`src/rtl/vbfs_apply.sv`:
```
// Receive/apply stage of the vbfs message stream: first-visit filtering against a local
// visited/parent store, and per-round barrier aggregation.
module vbfs_apply #(
  parameter int unsigned ADDR_W = 8,
  parameter int unsigned NUM_PE = 4
) (
  input  logic        sys_clk,
  input  logic        sys_rst_n,
  input  logic [31:0] neighbor_in,
  input  logic [31:0] sender_in,
  input  logic [1:0]  round_in,
  input  logic        barrier_in,
  input  logic        valid_in,
  output logic        ready,
  output logic [31:0] update_sender_out,
  output logic [31:0] update_parent_out,
  output logic [1:0]  update_round_out,
  output logic        barrier_out,
  output logic        valid_out,
  input  logic        update_ack
);

  localparam int unsigned Depth = 1 << ADDR_W;
  localparam int unsigned CntW  = $clog2(NUM_PE + 1);

  typedef enum logic [1:0] {StInit, StRun, StDrain} state_e;

  state_e              state_q;
  logic [ADDR_W-1:0]   init_addr_q;
  logic [CntW-1:0]     barrier_cnt_q;
  logic [1:0]          round_q;

  logic                visited_q [Depth];
  logic [31:0]         parent_q  [Depth];

  logic                s1_valid_q;
  logic [31:0]         s1_neighbor_q;
  logic [31:0]         s1_sender_q;
  logic [1:0]          s1_round_q;
  logic                s1_visited_q;

  logic                out_valid_q;
  logic                out_barrier_q;
  logic [31:0]         out_sender_q;
  logic [31:0]         out_parent_q;
  logic [1:0]          out_round_q;

  logic [ADDR_W-1:0]   s1_idx;
  logic [ADDR_W-1:0]   in_idx;
  logic                s2_hit;
  logic                stall;
  logic                accept;
  logic                accept_data;
  logic                accept_bar;
  logic                s2_write;
  logic                fwd;
  logic                drain_empty;
  logic                bar_ack;

  always_comb begin
    s1_idx      = s1_neighbor_q[ADDR_W-1:0];
    in_idx      = neighbor_in[ADDR_W-1:0];
    s2_hit      = s1_valid_q & ~s1_visited_q;
    stall       = out_valid_q & ~update_ack & s2_hit;
    ready       = (state_q == StRun) & ~stall;
    accept      = valid_in & ready;
    accept_data = accept & ~barrier_in;
    accept_bar  = accept & barrier_in;
    s2_write    = s2_hit & ~stall;
    // S2 sets the bit at the same edge S1 samples it; the array read would be stale.
    fwd         = s2_write & (s1_idx == in_idx);
    drain_empty = (state_q == StDrain) & ~s1_valid_q & ~out_valid_q;
    bar_ack     = out_valid_q & out_barrier_q & update_ack;
  end

  assign valid_out         = out_valid_q;
  assign barrier_out       = out_barrier_q;
  assign update_sender_out = out_sender_q;
  assign update_parent_out = out_parent_q;
  assign update_round_out  = out_round_q;

  // Store has no reset; INIT sweeps the visited bits instead.
  always_ff @(posedge sys_clk) begin
    if (state_q == StInit) begin
      visited_q[init_addr_q] <= 1'b0;
    end else if (s2_write) begin
      visited_q[s1_idx] <= 1'b1;
      parent_q[s1_idx]  <= s1_sender_q;
    end
  end

  always_ff @(posedge sys_clk) begin
    if (!sys_rst_n) begin
      state_q       <= StInit;
      init_addr_q   <= '0;
      barrier_cnt_q <= '0;
      round_q       <= 2'd0;
      s1_valid_q    <= 1'b0;
      s1_neighbor_q <= '0;
      s1_sender_q   <= '0;
      s1_round_q    <= 2'd0;
      s1_visited_q  <= 1'b0;
      out_valid_q   <= 1'b0;
      out_barrier_q <= 1'b0;
      out_sender_q  <= '0;
      out_parent_q  <= '0;
      out_round_q   <= 2'd0;
    end else begin
      unique case (state_q)
        StInit: begin
          init_addr_q <= init_addr_q + 1'b1;
          if (init_addr_q == ADDR_W'(Depth - 1)) state_q <= StRun;
        end
        StRun: begin
          if (accept_bar) begin
            barrier_cnt_q <= barrier_cnt_q + 1'b1;
            if (barrier_cnt_q == CntW'(NUM_PE - 1)) state_q <= StDrain;
          end
        end
        StDrain: begin
          if (bar_ack) begin
            round_q       <= round_q + 2'd1;
            barrier_cnt_q <= '0;
            state_q       <= StRun;
          end
        end
        default: state_q <= StInit;
      endcase

      if (!stall) begin
        s1_valid_q <= accept_data;
        if (accept_data) begin
          s1_neighbor_q <= neighbor_in;
          s1_sender_q   <= sender_in;
          s1_round_q    <= round_in;
          s1_visited_q  <= visited_q[in_idx] | fwd;
        end
      end

      if (s2_write) begin
        out_valid_q   <= 1'b1;
        out_barrier_q <= 1'b0;
        out_sender_q  <= s1_neighbor_q;
        out_parent_q  <= s1_sender_q;
        out_round_q   <= s1_round_q;
      end else if (drain_empty) begin
        out_valid_q   <= 1'b1;
        out_barrier_q <= 1'b1;
        out_sender_q  <= '0;
        out_parent_q  <= '0;
        out_round_q   <= round_q;
      end else if (out_valid_q && update_ack) begin
        out_valid_q   <= 1'b0;
        out_barrier_q <= 1'b0;
        out_sender_q  <= '0;
        out_parent_q  <= '0;
        out_round_q   <= 2'd0;
      end
    end
  end

endmodule

```
`config.mk`:
```
export PLATFORM = sky130hd
export DESIGN_NAME = vbfs_apply
export DESIGN_NICKNAME = d
export VERILOG_FILES = /design/src/rtl/vbfs_apply.sv
export SDC_FILE = /design/constraint.sdc
export NUM_CORES = 1
export LEC_CHECK = 0
export BUFFER_PORTS_ARGS = -buffer_cell sky130_fd_sc_hd__buf_2
export CAP_MARGIN = 30
export CORE_MARGIN = 2
export CORE_UTILIZATION = 51
export DETAILED_ROUTE_END_ITERATION = 8
export GPL_TIMING_DRIVEN = 1
export PLACE_DENSITY = 0.75
export SLEW_MARGIN = 20
export SYNTH_ARGS = -nofsm -noshare
export SYNTH_HDL_FRONTEND = slang
export SYNTH_SLANG_ARGS = --single-unit
```
`constraint.sdc`:
```
create_clock -name sys_clk -period 6.84 [get_ports sys_clk]
set_input_delay 1.71 -clock sys_clk [delete_from_list [all_inputs] [get_ports sys_clk]]
set_output_delay 1.71 -clock sys_clk [all_outputs]
set_load 0.1 [all_outputs]
```
==> impl_metrics.py, run 1 <==
metrics = {
    "logic_synthesis": {
        "synth_cell_types": 53,
        "synth_cells": 1465,
        "synth-seq-cells": 407,
        "yosysSeqAreaShare": 0.625,
        "synth_edf_count": 256,
        "avgSynthCellArea_um2": 11.7,
        "synth_area_leaders": "edfxtp_1, dfxtp_1, nor2_1",
        "netlist.top_cell.by_area": "edfxtp_1",
        "synthFlopType": "edfxtp_1",
        "async_flop_share": 0,
        "synth_fp_nets": 1539,
        "synth.cell_area_um2": 17100,
        "yosysWarnings": 0,
        "yosys.area.top_type_share": 0.449,
    },
    "worst_setup_path": {
        "cp_max_fo": 4,
        "worst-path-buf-inv": 2,
        "r2r-end": "visited_q[59]",
        "startpoint_type": "input port",
        "criticalPathCategory": "input port to output port",
        "reg2reg_depth": 7,
        "cp-end-kind": "output port",
        "rrSetupSlack_ns": 3.17,
        "r2r-start": "state_q[1]",
        "path_cells": "buf_2, nor4bb_1, nor3b_1, buf_2",
        "worst_path_max_delay_cell": "buf_2",
        "arrival_ns": 2.84,
        "worst-endpoint-required_ns": 5.13,
        "critical-path-top-delay-family": "buffers and inverters",
        "max_stage_delay_ns": 0.53,
        "cpMostUsedCell": "buf_2",
    },
    "sta": {
        "rsz0062_at_grt": "no",
        "min_period_ns": 4.55,
        "finalSetupViolations": 0,
        "worst_slack_ns": 2.29,
        "drv_slew": 0,
        "tightest_slew_ns": 0.932,
        "period_share": 0.666,
        "clock_skew_ns": 0.0213,
        "hold_viol": 0,
        "fmaxAchievable_ghz": 0.220,
        "tns_ns": 0,
        "relSlewSlack": 0.377,
    },
    "clock_network": {
        "clk_latency_ns": 0.53,
        "clockBufferDepth": 3,
        "post_cts_buffers": 0,
        "cts_buffers": 42,
        "holdBufCountCts": 0,
        "cts_sinks": 407,
        "clk_pin_slew_ns": 0.06,
        "ctsResizeCount": 0,
        "htree_num_levels": 2,
        "cts_root_buffer": "clkbuf_16",
        "cts_tree": "done",
    },
    "floorplanning": {
        "io-pin-count": 140,
        "dieArea_um2": 35100,
        "core_um2": 33300,
        "rows": 67,
        "start_util": 0.515,
        "fp.dieW_um": 187,
        "die_y_um": 187,
    },
    "pwr": {
        "internal_power_mw": 3.83,
        "seqPwrFrac": 0.536,
        "leakage_nw": 6.82,
        "powerDensity_nw_per_um2": 249,
        "switchingPower_mw": 0.996,
        "pwr-share-clk": 0.431,
        "comb_power_share": 0.034,
        "ir_drop_mv": 0.207,
        "total_power_mw": 4.83,
        "power_switching_share": 0.206,
    },
    "final_layout": {
        "final_common_cell": "nor2_1",
        "final_cell_mix": "nor2_1, edfxtp_1, nand2_1",
        "drive_gt1_frac": 0.165,
        "instances_no_fill": 2032,
        "area_growth_pct": 13.0,
        "nets": 1628,
    },
    "drt": {
        "ant_nets": 0,
        "via_count": 11800,
        "dr.pass1.iters": 6,
        "drt_iter0_drc": 1272,
        "routedWlPerCell_um": 19.8,
        "finalWirelength_mm": 40.2,
        "drc": 0,
        "via_per_inst": 5.80,
    },
    "min_path": {
        "holdPathEnd": "s1_neighbor_q[25]",
        "min_path_cells": 2,
        "hp-class": "flip-flop to flip-flop",
        "min_from": "s1_neighbor_q[25]",
    },
    "grt": {
        "overflow": 0,
        "antenna_found_initial": 1,
        "grt_max_degree": 197,
        "grt_pass1_wl_mm": 63.3,
        "grt_pass1_vias": 11800,
        "grtUsageTotal": 0.227,
    },
    "job": {
        "drv_cap": 0,
    },
    "status": {
        "outcome": "complete, no violations",
    },
    "place": {
        "placed_cells": 1956,
        "io_buffers": 139,
        "dp_slack_ns": 1.94,
        "post-dp-hpwl_mm": 25.0,
        "gp_congestion": 0.878,
    },
}
-- logic make-up after synthesis --
family | share of synthesized area
xor gates and xnor gates | 0.00818
adders and majority gates | 0.00219
DFF | 0.625
buffers and inverters | 0.0258
AOI/OAI and AO/OA | 0.0950
and+or+nand+nor | 0.161
muxes | 0.0821
-- cell type report --
type                            count  area (um^2)
Inverter                            4         15.0
Timing Repair Buffer              152          831
Tap cell                          448          561
Multi-Input combinational cell    947         6000
Clock buffer                       61         1170
Clock inverter                     12         63.8
Sequential cell                   407        10700
Fill cell                        2686        13900
Antenna cell                        1         2.50
-- registers in the layout, summed over array words and instances (netlist names), 3 cells and up --
name / flops
s1_neighbor_q: 32
init_addr_q: 8
visited_q: 256
update_sender_out: 32
s1_sender_q: 32
update_parent_out: 32
barrier_cnt_q: 3
-- per-layer routing --
metal,vias to the layer above,global-route usage,share of wire
met3,77,0.0488,0.096
li1,5400,-,-
met1,5750,0.301,0.40
met5,-,0,0.00027
met4,2,0.0791,0.029
met2,560,0.371,0.47
-- worst max path at each step --
| stage | from | endpoint | slack (ns) | cells past startpoint |
|---|---|---|---|---|
| 6_report | update_ack | ready | 2.29 | 4 |
| 5_1_grt | update_ack | ready | 2.16 | 4 |
| 4_1_cts | update_ack | ready | 2.29 | 4 |
| 3_5_place_dp | update_ack | visited_q[27] | 1.94 | 8 |
| 3_3_place_gp | update_ack | visited_q[212] | 2.05 | 6 |
| 2_1_floorplan | update_ack | ready | 1.03 | 2 |
-- Yosys cell counts, types with 4 or more instances --
| master | number |
|---|---|
| xnor2_1 | 7 |
| edfxtp_1 | 256 |
| a21boi_0 | 70 |
| buf_1 | 7 |
| xor2_1 | 9 |
| nand3_1 | 33 |
| nand2_1 | 184 |
| and2_1 | 13 |
| mux2i_1 | 38 |
| nand4_1 | 5 |
| clkbuf_1 | 80 |
| o21ai_1 | 6 |
| buf_2 | 20 |
| inv_1 | 4 |
| nor2b_1 | 77 |
| nand3b_1 | 10 |
| a22o_1 | 5 |
| nand2b_1 | 9 |
| a221oi_1 | 9 |
| dfxtp_1 | 151 |
| nor2_1 | 271 |
| a22oi_1 | 79 |
| o21ai_0 | 21 |
| o31ai_1 | 5 |
| mux4_2 | 45 |
-- worst reg2reg max path, stage by stage (launching register included) --
cell,delay [ns]
dfxtp_1,0.42
nor2_1,0.19
nor4b_4,0.39
buf_12,0.55
nand3_1,0.21
o21ai_1,0.42
nand3_1,0.82
nor2_1,0.35
-- power groups by stage --
stage | registers [mW] | clock network [mW] | logic [mW]
floorplan | 2.64 | 0 | 0.0992
global placement | 2.64 | 0 | 0.157
detailed placement | 2.64 | 0 | 0.158
CTS | 2.59 | 2.11 | 0.158
global route | 2.58 | 2.20 | 0.173
finish | 2.59 | 2.08 | 0.162
-- per-stage QoR --
| step | area (um^2) | utilization | hold WS [ns] |
|---|---|---|---|
| floorplan | 17100 | - | 0.443 |
| global placement | 18100 | 0.543 | 0.450 |
| detailed placement | 18100 | 0.543 | 0.458 |
| CTS | 19300 | 0.581 | 0.466 |
| global route | 19400 | 0.581 | 0.484 |
| finish | 19400 | 0.582 | 0.463 |
Note: power is estimated with default switching activity, not from simulation.
==> run 2, diff against run 1 <==
--- a/config.mk
+++ b/config.mk
@@ -11,7 +11,7 @@
 export CORE_UTILIZATION = 51
 export DETAILED_ROUTE_END_ITERATION = 8
 export GPL_TIMING_DRIVEN = 1
-export PLACE_DENSITY = 0.75
+export PLACE_DENSITY = 0.77
 export SLEW_MARGIN = 20
 export SYNTH_ARGS = -nofsm -noshare
 export SYNTH_HDL_FRONTEND = slang
==> constraint.sdc (replaced) <==
create_clock -name sys_clk -period 4.1 [get_ports sys_clk]
set_input_delay 1.025 -clock sys_clk [delete_from_list [all_inputs] [get_ports sys_clk]]
set_output_delay 1.025 -clock sys_clk [all_outputs]
set_load 0.1 [all_outputs]
==> run 2 against run 1 <==
Combinational power grew 80%. Die area is the same. Largest cell class unchanged. Critical endpoint unchanged. Register-to-register slack lost 2.0 ns. Sequential share of layout area shrank 1.1 points. Worst hold slack lost 0.0020 ns. Largest power group unchanged. Final area grew 2.0%.
==> impl_metrics.py, run 2 (same netlist as run 1, synthesis figures left out) <==
metrics = {
    "place": {
        "io_buffers": 139,
        "post-dp-hpwl_mm": 25.9,
        "gp_congestion": 0.908,
    },
    "clock_network": {
        "cts_sinks": 407,
        "holdBufCountCts": 0,
        "cts_tree": "done",
        "ctsResizeCount": 0,
        "clk_latency_ns": 0.52,
        "post_cts_buffers": 0,
        "clk_pin_slew_ns": 0.06,
        "cts_root_buffer": "clkbuf_16",
        "clockBufferDepth": 3,
        "htree_num_levels": 2,
        "cts_buffers": 40,
    },
    "worst_setup_path": {
        "reg2reg_depth": 7,
        "startpoint_type": "flip-flop",
        "rrSetupSlack_ns": 1.18,
        "crit_end": "ready",
        "worst-endpoint-required_ns": 3.07,
        "criticalPathCategory": "flip-flop to output port",
        "critical_path.startpoint": "s1_visited_q",
        "cp_max_fo": 4,
        "r2r-end": "visited_q[98]",
        "arrival_ns": 2.08,
        "cp-end-kind": "output port",
        "r2r-start": "state_q[1]",
    },
    "min_path": {
        "hp-class": "flip-flop to flip-flop",
        "min_path_cells": 2,
    },
    "drt": {
        "via_count": 12100,
        "via_per_inst": 5.84,
        "routedWlPerCell_um": 19.9,
        "ant_nets": 0,
        "drc": 0,
        "dr.pass1.iters": 5,
        "drt_iter0_drc": 1476,
        "finalWirelength_mm": 41.4,
    },
    "floorplanning": {
        "dieArea_um2": 35100,
        "io-pin-count": 140,
        "core_um2": 33300,
        "start_util": 0.515,
        "die_y_um": 187,
        "fp.dieW_um": 187,
        "rows": 67,
    },
    "grt": {
        "overflow": 0,
        "antenna_found_initial": 0,
        "grtUsageTotal": 0.232,
        "grt_max_degree": 117,
        "grt_pass1_vias": 11800,
        "grt_pass1_wl_mm": 64.3,
    },
    "sta": {
        "min_period_ns": 3.11,
        "fmaxAchievable_ghz": 0.322,
        "relSlewSlack": 0.484,
        "clock_skew_ns": 0.00863,
        "rsz0062_at_grt": "no",
        "hold_viol": 0,
        "hold_ws_ns": 0.461,
        "drv_slew": 0,
        "period_share": 0.758,
        "tns_ns": 0,
        "tightest_slew_ns": 0.767,
        "finalSetupViolations": 0,
    },
    "final_layout": {
        "final_cell_mix": "nor2_1, edfxtp_1, nand2_1",
        "final_common_cell": "nor2_1",
        "area_growth_pct": 15.3,
        "num-fill-cells": 2619,
        "drive_gt1_frac": 0.188,
        "largest_reg_flops": 256,
        "nets": 1676,
        "diodes": 0,
        "largest_register": "visited_q",
    },
    "job": {
        "drv_cap": 0,
    },
    "pwr": {
        "ir_drop_mv": 0.359,
        "leakage_nw": 7.04,
        "powerDensity_nw_per_um2": 407,
    },
    "status": {
        "outcome": "complete, no violations",
    },
}
==> run 2: final cells by class <==
| cell class | count | area (um^2) | share of cell area |
|---|---|---|---|
| Clock buffer | 55 | 1110 | 0.0562 |
| Clock inverter | 15 | 95.1 | 0.00482 |
| Inverter | 4 | 15.0 | 0.000761 |
| Multi-Input combinational cell | 947 | 6000 | 0.304 |
| Sequential cell | 407 | 10700 | 0.543 |
| Tap cell | 448 | 561 | 0.0284 |
| Timing Repair Buffer | 202 | 1250 | 0.0634 |
==> run 2: critical path, cell delays in order, from the launching register on <==
cell	delay, ns
dfxtp_1	0.59
nor4bb_1	0.16
nor3b_2	0.31
buf_2	0.50
==> run 2: metrics by stage <==
step                instances  setup slack [ns]  utilization  total power [mW]  instance area, um^2
floorplan                1465             0.355            -              4.57                17100
global route             2078             0.913        0.593              8.23                19700
finish                   2078             0.990        0.593              8.03                19700
detailed placement       2006             0.540        0.556              4.68                18500
global placement         2004             0.389        0.555              4.68                18500
CTS                      2076              1.01        0.592              8.06                19700
==> run 2: how the worst min path moves through the flow <==
stage	startpoint	end	slack, ns
finish	s1_neighbor_q[28]	s1_neighbor_q[28]	0.46
global route	s1_sender_q[9]	s1_sender_q[9]	0.48
CTS	s1_sender_q[18]	s1_sender_q[18]	0.46
detailed placement	s1_sender_q[18]	s1_sender_q[18]	0.46
global placement	s1_sender_q[5]	s1_sender_q[5]	0.45
floorplan	s1_round_q[0]	s1_round_q[0]	0.44
==> run 2: per-layer routing <==
| layer | up-vias | share of wire | GRT usage |
|---|---|---|---|
| met1 | 5912 | 0.39 | 0.302 |
| met2 | 619 | 0.48 | 0.375 |
| li1 | 5483 | - | - |
| met3 | 113 | 0.097 | 0.0535 |
| met4 | 0 | 0.038 | 0.0958 |
| met5 | - | 0 | 0 |
==> run 2: power breakdown <==
part	switching [mW]	internal (mW)	total [mW]
logic	0.178	0.113	0.292
clock network	1.47	1.95	3.42
registers	0.00549	4.31	4.31
total	1.66	6.37	8.03
